$ cat config.mk
export PLATFORM = sky130hd
export DESIGN_NAME = fetch_unit
export DESIGN_NICKNAME = d
export VERILOG_FILES = /design/src/rtl/fetch_unit.sv
export SDC_FILE = /design/constraint.sdc
export NUM_CORES = 1
export LEC_CHECK = 0
export ABC_AREA = 1
export CORE_ASPECT_RATIO = 1.2
export CORE_MARGIN = 2
export CORE_UTILIZATION = 24
export CTS_CLUSTER_DIAMETER = 80
export CTS_CLUSTER_SIZE = 14
export DETAILED_ROUTE_END_ITERATION = 6
export SETUP_SLACK_MARGIN = 0.05
export SLEW_MARGIN = 0
export SYNTH_ARGS = -nofsm -noshare
export SYNTH_HDL_FRONTEND = slang
export SYNTH_SLANG_ARGS = --single-unit
$ cat constraint.sdc
create_clock -name i_clk -period 4.9 [get_ports i_clk]
set_clock_uncertainty 0.2 [all_clocks]
set_input_delay 0.98 -clock i_clk [delete_from_list [all_inputs] [get_ports i_clk]]
set_output_delay 0.98 -clock i_clk [all_outputs]
set_load 0.1 [all_outputs]
$ cat src/rtl/fetch_unit.sv
// Instruction-fetch front end: owns the PC, issues one req/ack fetch at a time and
// holds the instruction until downstream consumes it. Optional watchdog: FETCH_TIMEOUT_EN.
module fetch_unit #(
    parameter logic [31:0] RESET_PC       = 32'h0000_0000,
    parameter int          TIMEOUT_CYCLES = 16
) (
    input  logic        i_clk,
    input  logic        i_rst,
    input  logic [31:0] i_nextPC,
    input  logic        i_pcsrc,
    input  logic        i_ready,
    output logic [31:0] o_imem_addr,
    output logic        o_imem_req,
    input  logic [31:0] i_imem_rdata,
    input  logic        i_imem_ack,
    output logic [31:0] o_pc,
    output logic [31:0] o_pc4,
    output logic [31:0] o_instr,
    output logic        o_valid,
    output logic [31:0] o_fetch_cnt,
    output logic        o_fault
);

`ifdef FETCH_TIMEOUT_EN
    typedef enum logic [1:0] {IDLE, REQ, HOLD, FAULT} state_t;

    localparam int              TO_W    = $clog2(TIMEOUT_CYCLES + 1);
    localparam logic [TO_W-1:0] TO_LAST = TO_W'(TIMEOUT_CYCLES - 1);

    logic [TO_W-1:0] to_cnt;
    logic            fault_q;
`else
    typedef enum logic [1:0] {IDLE, REQ, HOLD} state_t;

    // Without the watchdog the timeout length has nothing to govern.
    localparam int unused_timeout_cycles = TIMEOUT_CYCLES;
`endif

    state_t      state;
    logic [31:0] pc_next;
    logic        unused_target_lsbs;

    // Redirect targets are forced word-aligned rather than trapping.
    assign pc_next            = i_pcsrc ? {i_nextPC[31:2], 2'b00} : o_pc + 32'd4;
    assign unused_target_lsbs = ^i_nextPC[1:0];

    assign o_imem_req  = (state == REQ);
    assign o_imem_addr = o_pc;
    assign o_pc4       = o_pc + 32'd4;

`ifdef FETCH_TIMEOUT_EN
    assign o_fault = fault_q;
`else
    assign o_fault = 1'b0;
`endif

    always_ff @(posedge i_clk or posedge i_rst) begin
        if (i_rst) begin
            state       <= IDLE;
            o_pc        <= RESET_PC;
            o_instr     <= 32'd0;
            o_valid     <= 1'b0;
            o_fetch_cnt <= 32'd0;
`ifdef FETCH_TIMEOUT_EN
            to_cnt      <= '0;
            fault_q     <= 1'b0;
`endif
        end else begin
            case (state)
                IDLE: begin
                    state <= REQ;
`ifdef FETCH_TIMEOUT_EN
                    to_cnt <= '0;
`endif
                end
                REQ: begin
                    if (i_imem_ack) begin
                        state   <= HOLD;
                        o_instr <= i_imem_rdata;
                        o_valid <= 1'b1;
`ifdef FETCH_TIMEOUT_EN
                    end else if (to_cnt == TO_LAST) begin
                        // An ack on the final allowed cycle takes priority above.
                        state   <= FAULT;
                        fault_q <= 1'b1;
                    end else begin
                        to_cnt <= to_cnt + TO_W'(1);
`endif
                    end
                end
                HOLD: begin
                    if (i_ready) begin
                        state       <= REQ;
                        o_valid     <= 1'b0;
                        o_fetch_cnt <= o_fetch_cnt + 32'd1;
                        o_pc        <= pc_next;
`ifdef FETCH_TIMEOUT_EN
                        to_cnt      <= '0;
`endif
                    end
                end
`ifdef FETCH_TIMEOUT_EN
                FAULT: begin
                    state <= FAULT;
                end
`endif
                default: begin
                    state <= IDLE;
                end
            endcase
        end
    end

endmodule

Word-level counts from Yosys, hierarchy flattened
Index checks and enable logic that the tools add are counted.
{"block": "word_totals", "register_bits": 99, "word_cells": 24}
{"block": "classes", "n_addsub": 2, "n_eq_ne": 4, "muxes": 7, "n_reduce_logical": 6}
{"cell": "$add A32 B1 Y32 const B", "count": 1}
{"cell": "$add A32 B3 Y32 const B", "count": 1}
{"cell": "$mux W32", "count": 1}
{"cell": "$pmux W2 S3", "count": 1}
{"cell": "$reduce_and A2 Y1", "count": 3}
{"cell": "$mux W2", "count": 2}
{"cell": "$reduce_and A3 Y1", "count": 1}
{"cell": "$eq A2 B1 Y1 const B", "count": 1}
{"cell": "$eq A2 B2 Y1 const B", "count": 1}
{"cell": "$logic_not A2 Y1", "count": 1}
{"cell": "$mux W1", "count": 2}
{"cell": "$ne A2 B1 Y1 const B", "count": 1}
{"cell": "$ne A2 B2 Y1 const B", "count": 1}
{"cell": "$pmux W1 S2", "count": 1}
{"cell": "$reduce_bool A2 Y1", "count": 1}

Longest topological paths before layout
Gate-level depths: netlist of the first run.
{"block": "logic_depth", "ltp_word": 3, "depth_mapped": 10, "depth_no_buf": 10}

Worst setup path before layout of the first run
No wires, ideal clock.
{"block": "synth_path", "path_type": "register to output", "start": "reg o_pc[2], in the netlist o_imem_addr[2]", "end": "out o_pc4[9]", "t_arrival_ns": 3.598, "required_ns": 3.720, "setup_slack_ns": 0.122, "path_stages_with_launch": 5, "path_buffers": 0, "path_cell_list": "dfrtp_1 -> inv_1 -> nor2_1 -> nand2_2 -> xor2_1"}
{"block": "synth_between", "elab_chain_cells": 1}
{"item": "from (decl)", "line_no": "16", "rtl": "output logic [31:0] o_pc,"}
{"item": "from (signal assigned)", "line_no": "96", "rtl": "o_pc <= pc_next;"}
{"item": "$add A32 B3 Y32", "line_no": "49", "rtl": "assign o_pc4 = o_pc + 32'd4;"}
{"item": "to (decl)", "line_no": "17", "rtl": "output logic [31:0] o_pc4,"}
Every way passes these cells.

Worst setup path in the final report of the first run
{"block": "layout_path", "start": "reg o_pc[4], in the netlist o_imem_addr[4]", "end": "out o_pc4[15]"}
The elaborated chain is that of the path after synthesis.

==> out/qor.txt, run 1 <==
clk slew on worst S/H paths - 70 ps
area grow syn2layout - 46.2%
DRC Markers - 0
Least-Margin Pin Slew - 1050 ps
RR Startpoint - state[1]
CP dominant cell by count - nand2_1
register area share after synthesis - 0.438
die height - 170 um
cts repair resizes - 0
WL final - 17600 um
hold_buf cts - 0
Setup TNS - 0 ps
worst endpoint required time - 3720 ps
worst path cell trace - nand2_1 -> nor2_1 -> nand2_1 -> nor2_2 -> nand2_1 -> and2_1 -> clkdlybuf4s50_1
Final ANT Viol Nets - 0
outcome - completed
highest clock rate - 0.248 GHz
Fill cells - 2341
busiest metal layer after global routing - met2
Max stage delay on crit path - 970 ps
Placer Congestion - 0.830
syn_area_per_cell - 8.01 um2
initial antenna violation count - 0
Synth top area share - 0.438
top_reg_cell synth - dfrtp_1
IO Count - 232
GR Layer Usage met3 - 0.0506
CTS buffer count - 9
Port Buf Inserts - 222
min Tclk post-route - 4040 ps
Row Count - 60
delay-heaviest family, CP - simple AND/OR/NAND/NOR gates
Post CTS Setup Buffer Count - 0
Final Setup Violations - 0
EDFF count, synth - 0
CP Class - flop to primary output
final hold vios - 0
wire per inst - 15.0 um
DP HPWL - 13100 um
largest net degree at the start of global routing - 55
Setup crit end kind - primary output
vias in the first global route - 5151
cell area after synthesis - 0.00554 mm2
core area - 0.0225 mm2
GRT Overall Usage - 0.146
Register Area - 0.00243 mm2
grt ovf - 0
HP Class - flop to flop
Synth area leaders - dfrtp_1 44%, nand2_1 14%, mux2_2 6.5%
Critical Path Fanout Max - 8
met2 Resource Use GR - 0.253
first-pass GRT wire length - 27600 um
Yosys warning total - 0
Critical-path top delay cell - clkdlybuf4s50_1
Vias/cell - 4.34
H-tree Lvls - 3
most common cell after layout, fill and taps aside - nand2_1
max_slew headroom - 0.295
first-iteration detailed-routing DRC count - 183
starting density of the core - 0.246
share of layout cells above drive strength 1 - 0.101
CP Buf/Inv Count - 1
Netlist cell types - 35
unrepaired setup endpoints after global routing - no
vias - 5063
Ant. Diodes - 0
Die Span X - 143 um
nets@finish - 954
DRT Pass-1 Iters - 4
synthesis-stage register bit count - 97
Root Driver - clkbuf_16
min-delay src - o_valid
crit path from - o_imem_addr[4]
highest-count cells in the layout ignoring fill and taps - 206 x nand2_1, 204 x clkdlybuf4s50_1, 97 x dfrtp_1
Pins Over Slew Limit - 0
clk_lat worst skew - 340 ps
multi-input combinational cell area - 0.00259 mm2
Syn Inst Count - 691
clock buffer depth - 2
CTS tree - built
grt met1 use - 0.171
die area - 0.0243 mm2
final critical-path share of the clock period - 0.824
max cap viols - 0
asr flop ratio synth - 1.00
clk sinks - 97
Worst EP arrival - 2860 ps
post-synth top area cell - dfrtp_1
CP Launch Type - flop
## cell type report
class	instances	share of cell area
clock buffers	12	0.0317
well taps	279	0.0431
multi-input cells	495	0.320
clock inverters	4	0.00695
flip-flops and latches	97	0.300
repair buffers	227	0.274
inverters	53	0.0249
## registers in the layout (all words and copies together) (netlist names)
signal	cells
o_fetch_cnt	32
o_imem_addr	30
o_instr	32
state	2
o_valid	1
## kinds of logic after synthesis
logic type / count (synthesis) / share of synthesized area
multiplexers: 32 / 0.0651
AND/OR/NAND/NOR: 380 / 0.297
XOR/XNOR: 33 / 0.0522
other: 1 / 0.000677
buffers and inverters: 105 / 0.0978
flip-flops: 97 / 0.438
adder cells (fa/ha/maj): 2 / 0.00452
AO/OA/AOI/OAI: 41 / 0.0447
## per-layer routing
layer | vias up | wire length [um]
met4 | 0 | 255
met2 | 185 | 8580
met3 | 17 | 1490
li1 | 2526 | -
met1 | 2335 | 7220
met5 | - | 0
## metrics by stage
step / instances / area [um2] / utilization / hold slack (ps) / setup slack (ps)
floorplan: 697 / 5560 / - / 323 / 122
global placement: 1151 / 7780 / 0.346 / 257 / 1270
detailed placement: 1151 / 7780 / 0.346 / 258 / 1240
CTS: 1167 / 8100 / 0.360 / 278 / 849
global route: 1167 / 8100 / 0.360 / 298 / 716
finish: 1167 / 8100 / 0.360 / 271 / 863
## worst reg2reg max path, stage by stage, from the launching register on
cell	delay, ps
dfrtp_1	440
nand3_4	180
buf_4	520
clkinv_1	500
o21ai_0	190
o22ai_1	80
## Yosys cell counts (5+ instances only)
master,instances
mux2_2,32
inv_1,50
a21boi_0,5
buf_2,7
nand3_1,42
nand3b_1,6
o21ai_0,9
xor2_1,23
nand2_1,206
a21oi_1,12
nor2_2,7
nand4_1,7
and2_1,6
xnor2_1,10
dfrtp_1,97
buf_4,37
nor2_4,6
nor2_1,89
clkbuf_1,6
nor3_1,6
## path summary, 6_finish.rpt
check / endpoint / slack (ps) / depth (start not counted)
min: o_valid / 270 / 2
max in group asynchronous: o_fetch_cnt[22] / 2770 / 3
min in group asynchronous: o_instr[21] / 870 / 2
min reg2reg: o_valid / 270 / 2
max: o_pc4[15] / 860 / 7
max reg2reg: o_imem_addr[5] / 2690 / 5
Power of run 1 is not shown: default switching activity piles up to over one toggle a cycle in this logic, so the estimate is an artifact.
==> inputs of run 2 (changes only) <==
- clock period: 4.9 -> 3.9 ns (I/O delays scaled with it)
==> out/qor.txt, run 2 (synthesis gave the netlist of run 1 again) <==
share of layout cells above drive strength 1 - 0.148 (was 0.101)
clk slew on worst S/H paths - 70 ps (about the same)
GRT Overall Usage - 0.144 (was 0.146)
multi-input combinational cell area - 0.00265 mm2 (was 0.00259 mm2)
CTS buffer count - 9 (unchanged)
CP Class - flop to primary output (unchanged)
DP HPWL - 13100 um (about the same)
min Tclk post-route - 3230 ps
highest-count cells in the layout ignoring fill and taps - 206 x nand2_1, 174 x clkdlybuf4s50_1, 96 x dfrtp_1 (was 206 x nand2_1, 204 x clkdlybuf4s50_1, 97 x dfrtp_1)
vias in the first global route - 4996 (was 5151)
first-pass GRT wire length - 27300 um (was 27600 um)
non-filler instance count after layout - 1166 (was 1167)
Root Driver - clkbuf_16 (unchanged)
r2r setup slk - 1840 ps (was 2690 ps)
CTS tree - built (unchanged)
vias - 5144 (was 5063)
Final Setup Violations - 0 (unchanged)
Setup crit end kind - primary output (unchanged)
reg2reg path depth - 10 (was 5)
Row Count - 60 (unchanged)
core area - 0.0225 mm2 (unchanged)
cts repair resizes - 0 (unchanged)
grt ovf - 0 (unchanged)
clock buffer depth - 2 (unchanged)
HP Class - flop to flop (unchanged)
die height - 170 um (unchanged)
Least-Margin Pin Slew - 1030 ps (was 1050 ps)
final hold vios - 0 (unchanged)
Setup TNS - 0 ps (unchanged)
highest clock rate - 0.310 GHz
Final ANT Viol Nets - 0 (unchanged)
final critical-path share of the clock period - 0.828
Register Area - 0.00243 mm2 (about the same)
initial antenna violation count - 2 (was 0)
wire per inst - 14.9 um (was 15.0 um)
crit path from - o_imem_addr[13] (was o_imem_addr[4])
Setup crit end - o_pc4[15] (unchanged)
area grow syn2layout - 46.6% (was 46.2%)
DRT Pass-1 Iters - 4 (unchanged)
first-iteration detailed-routing DRC count - 217 (was 183)
Finished Cell Area - 0.00812 mm2 (was 0.00810 mm2)
Ant. Diodes - 0 (unchanged)
post-placement cell count - 1151 (unchanged)
pre-CTS setup slack - 975 ps (was 1240 ps)
nets@finish - 954 (unchanged)
clk_lat worst skew - 340 ps (about the same)
max_slew headroom - 0.314 (was 0.295)
die area - 0.0243 mm2 (unchanged)
clk sinks - 97 (unchanged)
Fill cells - 2370 (was 2341)
most common cell after layout, fill and taps aside - nand2_1 (unchanged)
Vias/cell - 4.41 (was 4.34)
Post CTS Setup Buffer Count - 0 (unchanged)
hold_buf cts - 0 (unchanged)
Placer Congestion - 0.832 (was 0.830)
max cap viols - 0 (unchanged)
Pins Over Slew Limit - 0 (unchanged)
WL final - 17400 um (was 17600 um)
Worst EP arrival - 2250 ps (was 2860 ps)
Post-DP Area - 0.00777 mm2 (was 0.00778 mm2)
worst setup margin - 670 ps (was 863 ps)
DRC Markers - 0 (unchanged)
CP Launch Type - flop (unchanged)
Die Span X - 143 um (unchanged)
worst endpoint required time - 2920 ps (was 3720 ps)
Critical Path Fanout Max - 6 (was 8)
Port Buf Inserts - 222 (unchanged)
largest net degree at the start of global routing - 67 (was 55)
starting density of the core - 0.246 (unchanged)
IO Count - 232 (unchanged)
r2r endpoint - o_imem_addr[28] (was o_imem_addr[5])
H-tree Lvls - 3 (unchanged)
outcome - completed (unchanged)
RR Startpoint - o_imem_addr[3] (was state[1])
unrepaired setup endpoints after global routing - no (unchanged)
-- run 2: per-layer routing --
metal | global-route usage | wire, um | up-vias
met5 | 0 | 27 | -
met4 | 0.0362 | 267 | 4
met3 | 0.0537 | 1430 | 19
met2 | 0.245 | 8470 | 188
met1 | 0.172 | 7180 | 2415
li1 | - | - | 2518
-- run 2: how the worst min path moves through the flow --
stage,endpoint,slack (ps),cells past startpoint,startpoint
after floorplan,state[0],320,1,state[1]
after global placement,o_valid,260,2,o_valid
after detailed placement,o_valid,270,2,o_valid
after CTS,o_valid,290,2,o_valid
after global routing,o_valid,310,2,o_valid
final,o_valid,280,2,o_valid
-- run 2: critical path, stage by stage, from the launching register on --
cell and delay (ps):
dfrtp_1 460, nand2_1 180, nor2_1 320, nand2_1 140, nor2_2 270, nand2_1 110, and2_2 210, buf_4 230
-- run 2: through the flow --
stage / util / hold slack, ps
2_1_floorplan: - / 323
3_3_place_gp: 0.345 / 259
3_5_place_dp: 0.345 / 273
4_1_cts: 0.360 / 293
5_1_grt: 0.360 / 315
6_report: 0.360 / 282
-- run 2: final cells by class --
cell class	count	area share
Tap cell	279	0.0430
Multi-Input combinational cell	495	0.326
Inverter	53	0.0253
Timing Repair Buffer	227	0.264
Clock buffer	10	0.0294
Sequential cell	97	0.299
Clock inverter	5	0.0136
Power of run 2 is left out for the same reason.
==> inputs of run 3 (changes only) <==
- clock period: 3.9 -> 2.8 ns (I/O delays scaled with it)
==> out/qor.txt, run 3 (synthesis gave the netlist of run 1 again) <==
outcome - completed (unchanged)
final critical-path share of the clock period - 0.955
highest-count cells in the layout ignoring fill and taps - 182 x nand2_1, 151 x buf_4, 79 x nor2_1 (was 206 x nand2_1, 174 x clkdlybuf4s50_1, 96 x dfrtp_1)
Vias/cell - 4.44 (was 4.41)
Port Buf Inserts - 222 (unchanged)
first-pass GRT wire length - 28000 um (was 27300 um)
Root Driver - clkbuf_16 (unchanged)
vias in the first global route - 5250 (was 4996)
core area - 0.0225 mm2 (unchanged)
DRC Markers - 0 (unchanged)
first-iteration detailed-routing DRC count - 225 (was 217)
DRT Pass-1 Iters - 4 (unchanged)
Setup crit end kind - primary output (unchanged)
r2r setup slk - 910 ps (was 1840 ps)
clk sinks - 97 (unchanged)
final hold vios - 0 (unchanged)
end of the worst hold path - o_valid (unchanged)
Die Span X - 143 um (unchanged)
CTS buffer count - 9 (unchanged)
HP Class - flop to flop (unchanged)
post-placement cell count - 1155 (was 1151)
worst endpoint required time - 2040 ps (was 2920 ps)
H-tree Lvls - 3 (unchanged)
Worst EP arrival - 1920 ps (was 2250 ps)
final core occ - 0.393 (was 0.360)
Fill cells - 2309 (was 2370)
initial antenna violation count - 2 (unchanged)
clk slew on worst S/H paths - 80 ps (was 70 ps)
most common cell after layout, fill and taps aside - nand2_1 (unchanged)
CP Launch Type - flop (unchanged)
hold_buf cts - 0 (unchanged)
Hold Path Cell Cnt - 2 (unchanged)
area grow syn2layout - 59.7% (was 46.6%)
die height - 170 um (unchanged)
r2r endpoint - o_fetch_cnt[26] (was o_imem_addr[28])
IO Count - 232 (unchanged)
die area - 0.0243 mm2 (unchanged)
RR Startpoint - o_fetch_cnt[0] (was o_imem_addr[3])
vias - 5290 (was 5144)
max cap viols - 0 (unchanged)
grt ovf - 0 (unchanged)
min-delay src - o_valid (unchanged)
Final Setup Violations - 0 (unchanged)
Row Count - 60 (unchanged)
clk_lat worst skew - 360 ps (was 340 ps)
GRT Overall Usage - 0.148 (was 0.144)
min Tclk post-route - 2680 ps
CP Class - flop to primary output (unchanged)
highest clock rate - 0.374 GHz
nets@finish - 977 (was 954)
Critical Path Fanout Max - 5 (was 6)
Pins Over Slew Limit - 0 (unchanged)
WL final - 18000 um (was 17400 um)
DP HPWL - 13500 um (was 13100 um)
CTS tree - built (unchanged)
wire per inst - 15.1 um (was 14.9 um)
largest net degree at the start of global routing - 58 (was 67)
non-filler instance count after layout - 1191 (was 1166)
clock buffer depth - 2 (unchanged)
Placer Congestion - 0.834 (was 0.832)
reg2reg path depth - 7 (was 10)
share of layout cells above drive strength 1 - 0.369 (was 0.148)
Final ANT Viol Nets - 0 (unchanged)
starting density of the core - 0.246 (unchanged)
unrepaired setup endpoints after global routing - yes (was no)
[run 3: changes by cell type in the layout (fill, tap and decap cells not counted), sizes merged]
cell	previous run	this run
clkinvlp	1	3
clkbuf	10	9
clkdlybuf4s50	174	66
inv	52	51
clkinv	2	5
bufinv	3	1
buf	53	184
diode	0	1
[run 3: timing repair]
action,CTS,global route
resized for setup,12,14
pin swaps,1,6
setup endpoints to repair,15,18
buffers inserted,8,11
[run 3: area by class of cell]
| class | count | area, um2 | area share |
|---|---|---|---|
| diodes | 1 | 2.50 | 0.000283 |
| clock inverters | 7 | 83.8 | 0.00948 |
| well taps | 279 | 349 | 0.0395 |
| multi-input cells | 495 | 3060 | 0.346 |
| flip-flops and latches | 97 | 2460 | 0.278 |
| clock buffers | 9 | 225 | 0.0255 |
| repair buffers | 250 | 2450 | 0.278 |
| inverters | 53 | 210 | 0.0238 |
[run 3: worst max-delay path by stage]
stage | start | end | slack [ps] | cells past startpoint
3_3_place_gp | o_imem_addr[2] | o_pc4[28] | 170 | 8
5_1_grt | o_imem_addr[2] | o_pc4[29] | 10 | 9
2_1_floorplan | o_imem_addr[2] | o_pc4[9] | -330 | 4
4_1_cts | o_imem_addr[3] | o_pc4[16] | 20 | 6
6_report | o_imem_addr[2] | o_pc4[17] | 120 | 8
3_5_place_dp | o_imem_addr[2] | o_pc4[30] | 150 | 8
[run 3: through the flow]
stage / instance area [um2] / setup TNS, ps / hold slack [ps] / setup slack, ps
2_1_floorplan: 5970 / -2260 / 332 / -331
3_3_place_gp: 8280 / 0 / 258 / 171
3_5_place_dp: 8280 / 0 / 271 / 155
4_1_cts: 8690 / 0 / 292 / 23.3
5_1_grt: 8840 / 0 / 311 / 13.9
6_report: 8840 / 0 / 283 / 125
[run 3: layer usage]
| layer | global-route usage | part of all wire | vias up |
|---|---|---|---|
| met2 | 0.260 | 0.51 | 180 |
| li1 | - | - | 2566 |
| met5 | 0 | 0 | - |
| met3 | 0.0464 | 0.076 | 21 |
| met4 | 0.0392 | 0.016 | 0 |
| met1 | 0.173 | 0.40 | 2523 |
[run 3: critical path, cell delays in order (launching register included)]
cell        delay (ps)
dfrtp_2            400
buf_4              150
clkinvlp_4         120
nor2_4             150
nand2_4            110
buf_4              150
o21ai_2            120
and2_4             180
buf_12             170
Power of run 3 is left out for the same reason.
